[config.mk]
export PLATFORM = sky130hd
export DESIGN_NAME = alu_arbiter
export DESIGN_NICKNAME = d
export VERILOG_FILES = /design/src/rtl/alu_arbiter.sv
export SDC_FILE = /design/constraint.sdc
export NUM_CORES = 1
export LEC_CHECK = 0
export ABC_AREA = 1
export BUFFER_PORTS_ARGS = -buffer_cell sky130_fd_sc_hd__buf_2
export CAP_MARGIN = 40
export CORE_MARGIN = 5
export CORE_UTILIZATION = 40
export DETAILED_ROUTE_END_ITERATION = 6
export PLACE_DENSITY = 0.67
export SLEW_MARGIN = 20
export SYNTH_ARGS = -nofsm -noshare
export SYNTH_HDL_FRONTEND = slang
export SYNTH_HIERARCHICAL = 1
export SYNTH_SLANG_ARGS = --single-unit
export TNS_END_PERCENT = 50
[constraint.sdc]
create_clock -name clk -period 8 [get_ports clk]
set_input_delay 1.6 -clock clk [delete_from_list [all_inputs] [get_ports clk]]
set_output_delay 1.6 -clock clk [all_outputs]
set_load 0.1 [all_outputs]
[src/rtl/alu_arbiter.sv]
// rtl/alu_arbiter.sv - two-requester valid/ready arbiter sharing one 4-bit ALU
// Define ALU_ARBITER_RR_EN for round-robin arbitration; default build is fixed priority (req0 wins).

module alu4 (
  input  logic [3:0] i_a,
  input  logic [3:0] i_b,
  input  logic [2:0] i_op,
  output logic [7:0] o_y
);
  always_comb begin
    o_y = 8'h00;
    case (i_op)
      3'd0:    o_y = {4'h0, i_a | i_b};
      3'd1:    o_y = {4'h0, i_a ^ i_b};
      3'd2:    o_y = {4'h0, i_a & i_b};
      3'd3:    o_y = {4'h0, i_a} + {4'h0, i_b};
      3'd4:    o_y = {4'h0, i_a} - {4'h0, i_b};
      3'd5:    o_y = {4'h0, i_a} * {4'h0, i_b};
      default: o_y = 8'h00;
    endcase
  end
endmodule

module alu_arbiter #(
  parameter int MUL_LAT = 2
) (
  input  logic       clk,
  input  logic       rst_n,
  input  logic       req0_valid,
  output logic       req0_ready,
  input  logic [3:0] req0_a,
  input  logic [3:0] req0_b,
  input  logic [2:0] req0_op,
  input  logic       req1_valid,
  output logic       req1_ready,
  input  logic [3:0] req1_a,
  input  logic [3:0] req1_b,
  input  logic [2:0] req1_op,
  output logic       rsp_valid,
  input  logic       rsp_ready,
  output logic       rsp_id,
  output logic [7:0] rsp_data
);
  typedef enum logic [1:0] {S_IDLE, S_EXEC, S_RESP} state_t;

  state_t     r_state;
  state_t     w_next;
  logic [3:0] r_a;
  logic [3:0] r_b;
  logic [2:0] r_op;
  logic       r_id;
  logic [3:0] r_cnt;
  logic       r_rsp_valid;
  logic       r_rsp_id;
  logic [7:0] r_rsp_data;
  logic       w_grant_id;
  logic       w_r0_ready;
  logic       w_r1_ready;
  logic       w_accept;
  logic       w_exec_done;
  logic [7:0] w_alu_y;
  logic [2:0] w_sel_op;

`ifdef ALU_ARBITER_RR_EN
  logic r_last_grant;

  // On a conflict the requester that was not served last wins.
  always_comb begin
    w_grant_id = 1'b0;
    if (req0_valid && req1_valid) w_grant_id = ~r_last_grant;
    else                          w_grant_id = req1_valid;
  end

  always_ff @(posedge clk or negedge rst_n) begin
    if (!rst_n)        r_last_grant <= 1'b1;
    else if (w_accept) r_last_grant <= w_grant_id;
  end
`else
  always_comb begin
    w_grant_id = 1'b0;
    if (!req0_valid) w_grant_id = req1_valid;
  end
`endif

  assign w_exec_done = (r_state == S_EXEC) && (r_cnt == 4'd0);
  assign w_sel_op    = w_grant_id ? req1_op : req0_op;

  always_ff @(posedge clk or negedge rst_n) begin
    if (!rst_n) r_state <= S_IDLE;
    else        r_state <= w_next;
  end

  always_comb begin
    w_next     = r_state;
    w_r0_ready = 1'b0;
    w_r1_ready = 1'b0;
    case (r_state)
      S_IDLE: begin
        w_r0_ready = req0_valid && !w_grant_id;
        w_r1_ready = req1_valid &&  w_grant_id;
        if (w_r0_ready || w_r1_ready) w_next = S_EXEC;
      end
      S_EXEC: if (r_cnt == 4'd0) w_next = S_RESP;
      S_RESP: if (rsp_ready) w_next = S_IDLE;
      default: w_next = S_IDLE;
    endcase
  end

  assign w_accept = w_r0_ready || w_r1_ready;

  // Readies are forced low during reset even though the state already reads IDLE.
  assign req0_ready = w_r0_ready && rst_n;
  assign req1_ready = w_r1_ready && rst_n;

  alu4 u_alu (
    .i_a  (r_a),
    .i_b  (r_b),
    .i_op (r_op),
    .o_y  (w_alu_y)
  );

  always_ff @(posedge clk or negedge rst_n) begin
    if (!rst_n) begin
      r_a         <= 4'h0;
      r_b         <= 4'h0;
      r_op        <= 3'd0;
      r_id        <= 1'b0;
      r_cnt       <= 4'd0;
      r_rsp_valid <= 1'b0;
      r_rsp_id    <= 1'b0;
      r_rsp_data  <= 8'h00;
    end else begin
      if (w_accept) begin
        r_a   <= w_grant_id ? req1_a : req0_a;
        r_b   <= w_grant_id ? req1_b : req0_b;
        r_op  <= w_sel_op;
        r_id  <= w_grant_id;
        r_cnt <= (w_sel_op == 3'd5) ? 4'(MUL_LAT - 1) : 4'd0;
      end else if (r_state == S_EXEC && r_cnt != 4'd0) begin
        r_cnt <= r_cnt - 4'd1;
      end
      if (w_exec_done) begin
        r_rsp_data  <= w_alu_y;
        r_rsp_id    <= r_id;
        r_rsp_valid <= 1'b1;
      end else if (r_rsp_valid && rsp_ready) begin
        r_rsp_valid <= 1'b0;
      end
    end
  end

  assign rsp_valid = r_rsp_valid;
  assign rsp_id    = r_rsp_id;
  assign rsp_data  = r_rsp_data;
endmodule

==> impl_metrics.tcl, run 1 <==
set metrics [dict create \
    nNetsFinal 416 \
    maxSlewHeadroom_pct 58.8 \
    hp-class "flop to flop" \
    netlist_instances 318 \
    crit_top_cell "buf_2" \
    start_kind "input port" \
    crit_chain "buf_2 > inv_1 > nor3_1 > buf_2" \
    cts_hold_buf 0 \
    status "complete, no violations" \
    root_buffer "clkbuf_8" \
    crit_path_end_kind "primary output" \
    die_y_microns 85.8 \
    antenna_cells 0 \
    grtUsageTotal_pct 14.0 \
    yosys.area_share.simple_pct 26.0 \
    antenna_found_initial 0 \
    route.detailed.drc 0 \
    cts_num_sinks 28 \
    vias 2028 \
    synth_top_family_by_area "simple AND/OR/NAND/NOR gates" \
    synth_common_cells "nand2_1, inv_1, nor2_1, dfrtp_1, o21ai_0" \
    synthAdderAreaFrac_pct 19.4 \
    arrival_ns 2.84 \
    routabilityCongestion 0.885 \
    hold_violations 0 \
    rsz0062_at_grt "false" \
    row_count 27 \
    grt_overflow 0 \
    synth_most_common_cell "nand2_1" \
    worstMarginPinSlew_ns 0.618 \
    dieArea_sq_um 7370 \
    syn_nets 377 \
    yosys_most_used_dff "dfrtp_1" \
    yosys.area_share.xor_xnor_pct 0.381 \
    initial_core_util_pct 41.5 \
    peakVddDrop_uv 161 \
    post_drt_wl_per_cell_microns 11.6 \
    cts_tree "done" \
    maxCapViolations 0 \
    grt_first_pass_wirelength_mm 8.67 \
    cp.required_ns 6.40 \
    post-cts-setup-buffers 0 \
    cts-htree-levels 1 \
    ys_seq_elements 28 \
    drive_gt1_share_pct 17.1 \
    die_x_microns 85.8 \
    io_pins 39 \
    yosys.area.top_type "dfrtp_1" \
    io_buffers 38 \
    ys_seq_area_share_pct 30.5 \
    initialDrtViolationCount 144 \
    slowest_stage "buf_2" \
    cts_made_buffers 3 \
    critPathMaxFanout 29 \
    synth_cell_types 30 \
    fin_crit_sh_pct 55.6 \
    synth_top_area_share_pct 30.5 \
    syn_avg_cell_area_sq_um 7.23 \
    synth_edf_count 0 \
    fmax_mhz 225 \
    drtPass1Iterations 4 \
    drv_slew 0 \
    critical_path_class "input port to primary output" \
    synth_compound_area_share_pct 12.1 \
    fillCellCount 575 \
    grt_pass1_vias 1950 \
    path_clk_slew_ns 0.09 \
    cts_max_path_buffers 2 \
    area_growth_pct 13.1 \
    synth_area_leaders "dfrtp_1, ha_1, nand2_1, inv_1, o21ai_0" \
    power.density_nw_per_um2 429 \
    clk-insertion-delay-late_ns 0.27 \
    finalSetupTns_ns 0 \
    crit_family "buffers and inverters" \
    finalClockSkew_ns 0.00560 \
    crit_buf_inv 3 \
    ys_warn_count 6 \
    netlist_area_sq_um 2300 \
    cts_resized 0 \
    period_minus_slack_ns 4.44 \
    holdWs_ns 0.476 \
    dp_hpwl_mm 4.07 \
    crit_path_max_incr_delay_ns 0.49 \
    finalSetupViolations 0 \
    final_util_pct 46.9 \
    synthMuxAreaShare_pct 0 \
    design.core.area_sq_um 5540 \
    total_leakage_power_nw 1.50 \
    wl_mm 4.98 \
    final_antenna_net_count 0 \
    avgViaCountPerCell 4.74 \
    grt_max_degree 30 \
    synthArstFlopShare_pct 100 \
]
==> worst paths after layout <==
kind                            start           to  slack, ns  cells past startpoint
max                             rst_n   req0_ready       3.56                      4
min                        r_state[0]   r_state[1]       0.48                      1
max reg2reg                    r_a[1]  rsp_data[6]       4.97                     12
min reg2reg                r_state[0]   r_state[1]       0.48                      1
max in group asynchronous       rst_n       r_b[2]       6.26                      1
min in group asynchronous       rst_n     r_cnt[1]       1.33                      1
==> report_power, final <==
group          switching [mW]  total [mW]  internal, mW
sequential             0.0739       0.277         0.203
combinational           0.512       0.752         0.239
clock                  0.0420      0.0860        0.0440
total                   0.628        1.11         0.486
==> sequential cells by signal, indices dropped and copies added (netlist names) <==
name / count
r_state: 2
rsp_id: 1
rsp_valid: 1
r_b: 4
r_id: 1
r_cnt: 4
r_op: 3
rsp_data: 8
r_a: 4
==> final cells by class <==
cell class	count	area [sq um]	share of cell area (%)
Multi-Input combinational cell	225	1330	51.2
Inverter	60	225	8.66
Tap cell	72	90.1	3.46
Sequential cell	28	701	26.9
Clock buffer	4	55.1	2.12
Timing Repair Buffer	39	198	7.60
==> routing by layer <==
metal | part of all wire [%] | global-route usage, % | vias to the layer above
met2 | 44 | 22.6 | 46
li1 | - | - | 1084
met3 | 5.1 | 2.02 | 4
met1 | 50 | 19.9 | 894
met5 | 0 | 0 | -
met4 | 0.94 | 3.31 | 0
==> cells by family (layout without fill, tap and decap cells) <==
| family | Yosys count | after routing |
|---|---|---|
| fa+ha+maj | 32 | 32 |
| buf+inv | 65 | 103 |
| compound gates | 52 | 52 |
| xor+xnor | 1 | 1 |
| flops | 28 | 28 |
| simple gates | 140 | 140 |
==> layout by cell type, fill, tap and decap left out <==
cell / count
nand3b_1: 1
nor2_2: 3
nand4_1: 1
xor2_1: 1
a21oi_2: 1
clkbuf_8: 4
o21ai_1: 10
nand3_2: 1
a31oi_1: 2
a22oi_1: 1
a21oi_1: 6
dfrtp_1: 28
or2_1: 1
nor2_1: 32
inv_1: 55
o31ai_1: 1
nand3_1: 23
o21bai_1: 1
ha_1: 26
buf_4: 1
inv_2: 5
nand2_1: 69
o211ai_1: 1
nand2_2: 7
buf_2: 38
or2_2: 1
o22ai_1: 2
fa_1: 6
nor3_1: 1
o21ai_0: 27
==> per-stage QoR <==
stage | worst slack, ns | area, sq um | power (mW) | instances
finish | 3.56 | 2600 | 1.11 | 428
global route | 3.34 | 2600 | 1.23 | 428
CTS | 3.49 | 2590 | 1.12 | 427
detailed placement | 3.49 | 2540 | 1.02 | 423
global placement | 3.51 | 2540 | 1.00 | 423
floorplan | 2.69 | 2300 | 0.867 | 318
Power figures use the tool's default switching activity.
==> inputs of run 2 (changes only) <==
--- a/config.mk
+++ b/config.mk
@@ -5,7 +5,7 @@
 export SDC_FILE = /design/constraint.sdc
 export NUM_CORES = 1
 export LEC_CHECK = 0
-export ABC_AREA = 1
+export ABC_AREA = 0
 export BUFFER_PORTS_ARGS = -buffer_cell sky130_fd_sc_hd__buf_2
 export CAP_MARGIN = 40
 export CORE_MARGIN = 5
==> constraint.sdc (replaced) <==
create_clock -name clk -period 4.4 [get_ports clk]
set_input_delay 0.88 -clock clk [delete_from_list [all_inputs] [get_ports clk]]
set_output_delay 0.88 -clock clk [all_outputs]
set_load 0.1 [all_outputs]
==> run 2 against run 1 <==
Against the previous run: global-route usage decreased by 0.72 points; sequential share of layout area increased by 0.64 points; clock skew increased by 0.00084 ns; setup slack got worse by 2.3 ns; die area decreased by 3.2%; largest cell class unchanged; largest power group unchanged; highest routed layer unchanged.
==> impl_metrics.tcl, run 2 <==
set metrics [dict create \
    critPathMaxFanout 7 \
    crit_path_end_kind "flop" \
    total_leakage_power_nw 1.33 \
    hp-class "flop to flop" \
    worstMarginPinSlew_ns 0.677 \
    place_ws_ns 1.22 \
    timing.final.ws_setup_ns 1.23 \
    cts_hold_buf 0 \
    ys_seq_elements 28 \
    path_clk_slew_ns 0.10 \
    post_drt_wl_per_cell_microns 13.4 \
    pwr-share-comb_pct 64.7 \
    synth_most_common_cell "dfrtp_1" \
    final_util_pct 46.7 \
    post-cts-setup-buffers 0 \
    grt_first_pass_wirelength_mm 7.96 \
    final_cell_mix "buf_2, dfrtp_1, ha_1" \
    peakVddDrop_uv 410 \
    cts_resized 0 \
    arrival_ns 3.34 \
    start_kind "flop" \
    synth_top_area_share_pct 31.6 \
    io_buffers 38 \
    dp.cells 340 \
    initial_core_util_pct 40.7 \
    clkPwrFrac_pct 10.1 \
    synth_area_leaders "dfrtp_1, ha_1, mux2i_1, mux2_2, fa_1" \
    row_count 27 \
    cellInternalPower_uw 988 \
    totalPowerFinal_mw 2.08 \
    antenna_cells 0 \
    placed_area_sq_um 2470 \
    route.detailed.drc 0 \
    grt_max_degree 29 \
    drtPass1Iterations 4 \
    syn_nets 297 \
    critical_path_class "flop to flop" \
    largest_register_ff_count 8 \
    dieArea_sq_um 7130 \
    nNetsFinal 332 \
    die_y_microns 84.4 \
    yosys.area.top_type "dfrtp_1" \
    status "complete, no violations" \
    grt_overflow 0 \
    cp.required_ns 4.57 \
    vias 1736 \
    initialDrtViolationCount 110 \
    p_sw_share_pct 52.5 \
    period_minus_slack_ns 3.17 \
    yosys_most_used_dff "dfrtp_1" \
    drive_gt1_share_pct 21.0 \
    die_x_microns 84.4 \
    fin_crit_sh_pct 72.1 \
    clk-insertion-delay-late_ns 0.28 \
    finalSetupViolations 0 \
    synthArstFlopShare_pct 100 \
    power_switching_mw 1.09 \
    cts-htree-levels 1 \
    final_common_cell "buf_2" \
    fmax_mhz 315 \
    synth_edf_count 0 \
    drv_slew 0 \
    cts_tree "done" \
    routabilityCongestion 0.923 \
    fin_cells 344 \
    holdWs_ns 0.488 \
    power.density_nw_per_um2 819 \
    finalClockSkew_ns 0.00644 \
    fillCellCount 525 \
    ys_warn_count 6 \
    area_growth_pct 14.6 \
    synth_common_cells "dfrtp_1, ha_1, nand2_1, nor2_1, inv_1" \
    p_seq_share_pct 25.2 \
    hold_violations 0 \
    cts_max_path_buffers 2 \
    synth_cell_types 41 \
    finalSetupTns_ns 0 \
    maxSlewHeadroom_pct 54.9 \
    netlist_area_sq_um 2220 \
    root_buffer "clkbuf_8" \
    maxCapViolations 0 \
    syn_avg_cell_area_sq_um 9.31 \
    avgViaCountPerCell 5.05 \
    ys_seq_area_share_pct 31.6 \
    wl_mm 4.61 \
    cts_num_sinks 28 \
    postLayoutCellArea_sq_um 2540 \
    grt_pass1_vias 1715 \
    cts_made_buffers 3 \
    final_antenna_net_count 0 \
    io_pins 39 \
    grtUsageTotal_pct 13.3 \
    design.core.area_sq_um 5440 \
    netlist_instances 238 \
    dp_hpwl_mm 3.68 \
    antenna_found_initial 0 \
    rsz0062_at_grt "false" \
]
==> run 2: logic make-up after synthesis <==
| group | after synthesis | synth area share (%) |
|---|---|---|
| buffers and inverters | 29 | 5.14 |
| AO/OA/AOI/OAI | 51 | 14.4 |
| flip-flops | 28 | 31.6 |
| XOR/XNOR | 5 | 1.98 |
| adder cells (fa/ha/maj) | 32 | 20.1 |
| multiplexers | 24 | 11.5 |
| AND/OR/NAND/NOR | 69 | 15.3 |
==> run 2: path summary, 6_finish.rpt <==
| path | startpoint | endpoint | slack (ns) | cells after the start |
|---|---|---|---|---|
| worst min register to register | r_cnt[3] | r_cnt[3] | 0.49 | 1 |
| worst max register to register | r_a[1] | rsp_data[6] | 1.23 | 10 |
| worst max-delay path | r_a[1] | rsp_data[6] | 1.23 | 10 |
| min in group asynchronous | rst_n | rsp_data[3] | 0.63 | 2 |
| max in group asynchronous | rst_n | r_b[1] | 3.50 | 2 |
| worst min-delay path | r_cnt[3] | r_cnt[3] | 0.49 | 1 |
==> run 2: layout make-up <==
class	instances	area, sq um	area share [%]
Multi-Input combinational cell	181	1400	55.2
Sequential cell	28	701	27.6
Timing Repair Buffer	40	205	8.08
Tap cell	72	90.1	3.55
Inverter	19	71.3	2.81
Clock buffer	3	41.3	1.63
Clock inverter	1	30.0	1.18
==> run 2: critical path, stage by stage, from the launching register on <==
cell and delay [ns]:
dfrtp_1 0.53, nand2_1 0.12, fa_1 0.51, inv_1 0.06
fa_1 0.53, fa_1 0.47, a21o_1 0.18, a21oi_1 0.16
xor2_1 0.15, o21ai_0 0.08, mux2_2 0.27
==> run 2: power groups by stage <==
stage          Sequential, mW  Clock (mW)  Combinational, mW
2_1_floorplan           0.744           0              0.859
3_3_place_gp            0.523           0               1.34
3_5_place_dp            0.531           0               1.34
4_1_cts                 0.526       0.214               1.35
5_1_grt                 0.550       0.225               1.49
6_report                0.525       0.209               1.35
==> run 2: metal layers <==
layer  share of wire, %  wire, microns  track usage [%]
met5                  0              0                0
met3                4.4            202             2.16
met2                 45           2100             20.4
met4               0.69             32             3.17
met1                 49           2280             19.7
